### src/rtl/soc_sram_arb_pkg.sv
// Shared types and helpers for the single-port SRAM arbiter.
// The tracking id is sized for the largest supported requester count (8).
package soc_sram_arb_pkg;

  localparam int NREQ_DEFAULT = 2;
  localparam int ID_W         = 3;

  function automatic int idx_width(input int n);
    return (n <= 2) ? 1 : $clog2(n);
  endfunction

  typedef struct packed {
    logic            pending;
    logic [ID_W-1:0] id;
  } rsp_track_t;

endpackage

### src/rtl/soc_sram_rr_arbiter.sv
// Combinational round-robin pick: search starts at ptr_i and wraps modulo NREQ.
// The pointer register lives in the caller.
module soc_sram_rr_arbiter
  import soc_sram_arb_pkg::*;
#(
  parameter  int NREQ = NREQ_DEFAULT,
  localparam int IW   = idx_width(NREQ)
) (
  input  logic [NREQ-1:0] req_i,
  input  logic [IW-1:0]   ptr_i,
  output logic [NREQ-1:0] gnt_o,
  output logic [IW-1:0]   idx_o
);

  logic          found;
  logic [IW-1:0] cand;

  always_comb begin
    gnt_o = '0;
    idx_o = '0;
    found = 1'b0;
    cand  = '0;
    for (int k = 0; k < NREQ; k++) begin
      cand = IW'((int'(ptr_i) + k) % NREQ);
      if (!found && req_i[cand]) begin
        found       = 1'b1;
        gnt_o[cand] = 1'b1;
        idx_o       = cand;
      end
    end
  end

endmodule

### src/rtl/soc_sram_sp_arbiter.sv
// Round-robin arbiter sharing one registered-output single-port SRAM among NREQ requesters.
// Every accepted transfer gets a single response strobe one cycle later carrying mem_dout.
module soc_sram_sp_arbiter
  import soc_sram_arb_pkg::*;
#(
  parameter int NREQ    = NREQ_DEFAULT,
  parameter int XLEN    = 32,
  parameter int SW      = XLEN / 8,
  parameter int WORD_AW = 30
) (
  input  logic                    clk,
  input  logic                    rst,
  input  logic [NREQ-1:0]         req_valid,
  output logic [NREQ-1:0]         req_ready,
  input  logic [NREQ-1:0]         req_we,
  input  logic [NREQ*WORD_AW-1:0] req_addr,
  input  logic [NREQ*XLEN-1:0]    req_wdata,
  input  logic [NREQ*SW-1:0]      req_sel,
  output logic [NREQ-1:0]         rsp_valid,
  output logic [XLEN-1:0]         rsp_rdata,
  output logic                    mem_ce,
  output logic                    mem_we,
  output logic                    mem_oe,
  output logic [WORD_AW-1:0]      mem_waddr,
  output logic [XLEN-1:0]         mem_din,
  output logic [SW-1:0]           mem_sel,
  input  logic [XLEN-1:0]         mem_dout
);

  localparam int IW = idx_width(NREQ);

  logic [IW-1:0]      ptr_q, ptr_d, gnt_idx;
  logic [NREQ-1:0]    gnt_raw, gnt;
  logic               grant;
  rsp_track_t         track_q, track_d;
  logic [WORD_AW-1:0] waddr_q, waddr_sel;
  logic [XLEN-1:0]    din_q, din_sel;
  logic               we_sel;
  logic [SW-1:0]      sel_sel;

  soc_sram_rr_arbiter #(.NREQ(NREQ)) u_rr (
    .req_i (req_valid),
    .ptr_i (ptr_q),
    .gnt_o (gnt_raw),
    .idx_o (gnt_idx)
  );

  // Grant is combinational, so it must be masked while reset is held.
  assign gnt       = rst ? '0 : gnt_raw;
  assign grant     = |gnt;
  assign req_ready = gnt;

  always_comb begin
    waddr_sel = waddr_q;
    din_sel   = din_q;
    we_sel    = 1'b0;
    sel_sel   = '0;
    for (int i = 0; i < NREQ; i++) begin
      if (gnt[i]) begin
        waddr_sel = req_addr[i*WORD_AW +: WORD_AW];
        din_sel   = req_wdata[i*XLEN +: XLEN];
        we_sel    = req_we[i];
        sel_sel   = req_sel[i*SW +: SW];
      end
    end
  end

  assign mem_ce    = grant;
  assign mem_oe    = grant;
  assign mem_we    = we_sel;
  assign mem_waddr = waddr_sel;
  assign mem_din   = din_sel;
  assign mem_sel   = sel_sel;

  always_comb begin
    ptr_d = ptr_q;
    if (grant) begin
      ptr_d = (gnt_idx == IW'(NREQ - 1)) ? '0 : gnt_idx + 1'b1;
    end
    track_d         = track_q;
    track_d.pending = grant;
    if (grant) begin
      track_d.id = ID_W'(gnt_idx);
    end
  end

  always_ff @(posedge clk or posedge rst) begin
    if (rst) begin
      ptr_q   <= '0;
      track_q <= '0;
      waddr_q <= '0;
      din_q   <= '0;
    end else begin
      ptr_q   <= ptr_d;
      track_q <= track_d;
      if (grant) begin
        waddr_q <= waddr_sel;
        din_q   <= din_sel;
      end
    end
  end

  always_comb begin
    rsp_valid = '0;
    for (int i = 0; i < NREQ; i++) begin
      rsp_valid[i] = track_q.pending && (track_q.id == ID_W'(i));
    end
    rsp_rdata = track_q.pending ? mem_dout : '0;
  end

endmodule
### config.mk
export PLATFORM = sky130hd
export DESIGN_NAME = soc_sram_sp_arbiter
export DESIGN_NICKNAME = d
export VERILOG_FILES = /design/src/rtl/soc_sram_arb_pkg.sv /design/src/rtl/soc_sram_rr_arbiter.sv /design/src/rtl/soc_sram_sp_arbiter.sv
export SDC_FILE = /design/constraint.sdc
export NUM_CORES = 1
export LEC_CHECK = 0
export BUFFER_PORTS_ARGS = -buffer_cell sky130_fd_sc_hd__buf_2
export CAP_MARGIN = 10
export CORE_AREA = 2 2 106 108
export CTS_CLUSTER_SIZE = 14
export DETAILED_ROUTE_END_ITERATION = 7
export DIE_AREA = 0 0 108 110
export MAX_ROUTING_LAYER = met4
export PLACE_DENSITY = 0.71
export SLEW_MARGIN = 10
export SYNTH_ARGS = -nofsm -noshare
export SYNTH_HDL_FRONTEND = slang
export SYNTH_SLANG_ARGS = --single-unit
### constraint.sdc
create_clock -name clk -period 2.78 [get_ports clk]
set_input_delay 0.139 -clock clk [delete_from_list [all_inputs] [get_ports clk]]
set_output_delay 0.139 -clock clk [all_outputs]
set_load 0.02 [all_outputs]
==> flow_summary.html <==
<table>
<tr><th>Metric</th><th>Value</th></tr>
<tr><th colspan="2">Status</th></tr>
<tr><td>Status</td><td>completed</td></tr>
<tr><th colspan="2">Power</th></tr>
<tr><td>Clock Power Share</td><td>28.6%</td></tr>
<tr><td>Share of total power in combinational logic</td><td>35.0%</td></tr>
<tr><td>Relative contribution of sequential cells to total power</td><td>36.4%</td></tr>
<tr><td>Leakage power</td><td>2.82 nW</td></tr>
<tr><td>Pwr/cell area</td><td>566 nW/um2</td></tr>
<tr><td>Switching power of the nets</td><td>1.00 mW</td></tr>
<tr><td>VDD IR max</td><td>244 uV</td></tr>
<tr><td>Net Sw Frac</td><td>32.5%</td></tr>
<tr><td>Internal power</td><td>2.07 mW</td></tr>
<tr><th colspan="2">Place</th></tr>
<tr><td>Routability Congestion</td><td>0.952</td></tr>
<tr><td>Detail Placement HPWL</td><td>8.70 mm</td></tr>
<tr><td>Count of input and output buffers</td><td>274</td></tr>
<tr><th colspan="2">GRT</th></tr>
<tr><td>Number of antenna violations at the first check in global routing</td><td>0</td></tr>
<tr><td>Number of global-route vias before repair</td><td>3553</td></tr>
<tr><td>Largest net degree at the start of global routing</td><td>73</td></tr>
<tr><td>Overall routing resource usage</td><td>19.2%</td></tr>
<tr><td>Total congestion overflow</td><td>0</td></tr>
<tr><td>First-pass GRT wire length</td><td>17.4 mm</td></tr>
<tr><th colspan="2">Critical path</th></tr>
<tr><td>Crit path required time</td><td>2.64 ns</td></tr>
<tr><td>Kind of start point of the critical path</td><td>register</td></tr>
<tr><td>Signal arrival time at the worst endpoint</td><td>2.15 ns</td></tr>
<tr><td>Crit path capture type</td><td>output pin</td></tr>
<tr><td>Largest driver fanout on the critical path</td><td>58</td></tr>
<tr><td>Critical setup path kind</td><td>register to output pin</td></tr>
<tr><th colspan="2">STA</th></tr>
<tr><td>Final critical path time including I/O delays and setup</td><td>2.29 ns</td></tr>
<tr><td>Final clock skew</td><td>0.00626 ns</td></tr>
<tr><td>Worst rel slew slack</td><td>47.0%</td></tr>
<tr><td>Final clock period utilization by the worst path</td><td>82.5%</td></tr>
<tr><td>Number of pins exceeding their max-slew limit in the final report</td><td>0</td></tr>
<tr><td>Max frequency</td><td>0.436 GHz</td></tr>
<tr><td>Pin slew with the least headroom to its limit</td><td>0.795 ns</td></tr>
<tr><td>Number of setup violations in the final report</td><td>0</td></tr>
<tr><td>Fin Hold WS</td><td>0.0418 ns</td></tr>
<tr><td>Setup repair after global routing missed its margin</td><td>no</td></tr>
<tr><td>Setup tns final</td><td>0 ns</td></tr>
<tr><td>Final hold vios</td><td>0</td></tr>
<tr><th colspan="2">Synthesis</th></tr>
<tr><td>Yosys warning total</td><td>0</td></tr>
<tr><td>Netlist area before placement</td><td>3820 um2</td></tr>
<tr><td>Yosys reg bits</td><td>65</td></tr>
<tr><td>Count of distinct cell types in the synthesized netlist</td><td>15</td></tr>
<tr><td>Post-synthesis area per instance</td><td>11.3 um2</td></tr>
<tr><td>Synth Net Count</td><td>508</td></tr>
<tr><td>Cell count after synthesis</td><td>338</td></tr>
<tr><td>Sequential-to-total area share from yosys stat</td><td>42.6%</td></tr>
<tr><th colspan="2">Routing</th></tr>
<tr><td>Total DRC errors in the routed layout</td><td>0</td></tr>
<tr><td>Routed via count divided by cell count</td><td>5.38</td></tr>
<tr><td>Number of DRC violations after detailed-routing iteration 0</td><td>389</td></tr>
<tr><td>First drt pass iteration count</td><td>4</td></tr>
<tr><td>Antenna-violating nets left</td><td>0</td></tr>
<tr><td>Total vias in the final route</td><td>3951</td></tr>
<tr><td>Detailed-route wire length per cell</td><td>15.7 um</td></tr>
<tr><td>Overall routed net length</td><td>11.6 mm</td></tr>
<tr><th colspan="2">CTS</th></tr>
<tr><td>Number of post-CTS setup repair buffers</td><td>0</td></tr>
<tr><td>Cells resized by post-CTS repair</td><td>0</td></tr>
<tr><td>Maximum buffer depth of the clock tree</td><td>2</td></tr>
<tr><td>CTS Root Buffer Type</td><td>clkbuf_8</td></tr>
<tr><td>TritonCTS buffer count</td><td>9</td></tr>
<tr><td>H-Tree Level Count</td><td>3</td></tr>
<tr><td>Clock insertion delay at the later pin of the skew report</td><td>0.34 ns</td></tr>
<tr><td>CTS sink cnt</td><td>65</td></tr>
<tr><td>Worst-path clk slew</td><td>0.07 ns</td></tr>
<tr><td>Clock tree from TritonCTS</td><td>yes</td></tr>
<tr><td>Number of buffers inserted for hold repair after clock tree synthesis</td><td>0</td></tr>
<tr><th colspan="2">Cells and area</th></tr>
<tr><td>Layout cells sized above 1</td><td>50.4%</td></tr>
<tr><td>Number of nets at the end of the flow</td><td>760</td></tr>
<tr><td>ANT cells</td><td>0</td></tr>
<tr><td>Area added between synthesis and finish</td><td>42.2%</td></tr>
<tr><th colspan="2">Floorplan</th></tr>
<tr><td>FP Rows</td><td>38</td></tr>
<tr><td>Starting Density</td><td>35.7%</td></tr>
<tr><td>Horizontal die dimension</td><td>108 um</td></tr>
<tr><td>Core Box Area</td><td>10700 um2</td></tr>
<tr><td>Die area</td><td>11900 um2</td></tr>
<tr><td>I/O pin count</td><td>275</td></tr>
<tr><td>Die Ht</td><td>110 um</td></tr>
<tr><th colspan="2">Run</th></tr>
<tr><td>Number of violations of the max-capacitance limit</td><td>0</td></tr>
<tr><th colspan="2">Hold path</th></tr>
<tr><td>Min-delay worst type</td><td>primary input to register</td></tr>
</table>
-- power by group through the flow --
stage / combinational [mW] / sequential [mW] / clock (mW)
2_1_floorplan: 0.722 / 1.12 / 0
3_3_place_gp: 1.07 / 1.13 / 0
3_5_place_dp: 1.07 / 1.14 / 0
4_1_cts: 1.08 / 1.12 / 0.917
5_1_grt: 1.17 / 1.13 / 0.968
6_report: 1.08 / 1.12 / 0.880
-- metrics by stage --
stage | utilization (%) | setup slack (ns) | cells | cell area [um2] | power (mW)
finish | 50.8 | 0.486 | 735 | 5430 | 3.07
global route | 50.8 | 0.314 | 735 | 5430 | 3.27
CTS | 50.8 | 0.477 | 735 | 5430 | 3.12
detailed placement | 48.7 | 0.856 | 719 | 5210 | 2.21
global placement | 48.7 | 0.915 | 719 | 5210 | 2.20
floorplan | - | 0.486 | 338 | 3820 | 1.84
-- synth_stat cells --
master      n  area (um2)
a22o_1      5        43.8
buf_2      11        55.1
a21o_1      2        15.0
clkbuf_1   16        60.1
and2_1     95         594
buf_4       1        7.51
buf_6      11         124
dfrtp_1    65        1630
o211a_1     1        10.0
o21bai_1    1        7.51
nor2b_1     1        6.26
a211oi_2    1        12.5
inv_1       3        11.3
a221o_1   124        1240
buf_1       1        3.75
-- state kept, by name, summed over array words and instances (netlist names) --
signal,flops
din_q,32
track_q,2
waddr_q,30
ptr_q,1
-- layer usage --
layer	global-route usage [%]	routed length, um	up-vias
met5	-	0	-
met4	4.40	113	0
met3	4.59	947	16
met2	31.5	5690	185
met1	24.2	4800	1873
li1	-	-	1877
-- logic make-up after synthesis --
logic type             share of synthesized area (%)
AOI/OAI and AO/OA                               34.8
and+or+nand+nor                                 15.7
DFF                                             42.6
buffers and inverters                           6.85
-- area by class of cell --
type / instances / area (um2)
tap: 140 / 175
sequential: 65 / 1630
clock buffer: 10 / 128
inverter: 3 / 15.0
timing repair buffer: 281 / 1440
multi-input combinational: 230 / 1960
clock inverter: 6 / 92.6
fill: 1000 / 5270
-- cells in the final DEF, fill, tap and decap left out, drive strengths merged --
master | Yosys | routed
o21bai | 1 | 1
nor2b | 1 | 1
clkbuf | 16 | 10
inv | 3 | 2
dfrtp | 65 | 65
o211a | 1 | 1
a22o | 5 | 5
buf | 24 | 281
and2 | 95 | 95
a221o | 124 | 124
clkinv | 0 | 2
a211oi | 1 | 1
clkinvlp | 0 | 3
bufinv | 0 | 2
a21o | 2 | 2
-- path summary, 6_finish.rpt --
| check | startpoint | to | slack [ns] | cells after the start |
|---|---|---|---|---|
| min | req_wdata[57] | din_q[25]$_DFFE_PP0P_ | 0.04 | 2 |
| min reg2reg | track_q[0]$_DFFE_PP0P_ | track_q[0]$_DFFE_PP0P_ | 0.51 | 1 |
| max reg2reg | ptr_q$_DFFE_PP0P_ | waddr_q[13]$_DFFE_PP0P_ | 1.04 | 3 |
| max in group asynchronous | rst | din_q[10]$_DFFE_PP0P_ | 2.13 | 3 |
| max | ptr_q$_DFFE_PP0P_ | mem_waddr[21] | 0.49 | 4 |
| min in group asynchronous | rst | ptr_q$_DFFE_PP0P_ | 0.12 | 3 |
-- critical path, cell delays in order (launching register included) --
cell and delay [ns]:
dfrtp_1 0.43, o211a_4 0.41, buf_4 0.53, a221o_1 0.24, buf_2 0.16
No activity file was read; power rests on OpenSTA's default activity.
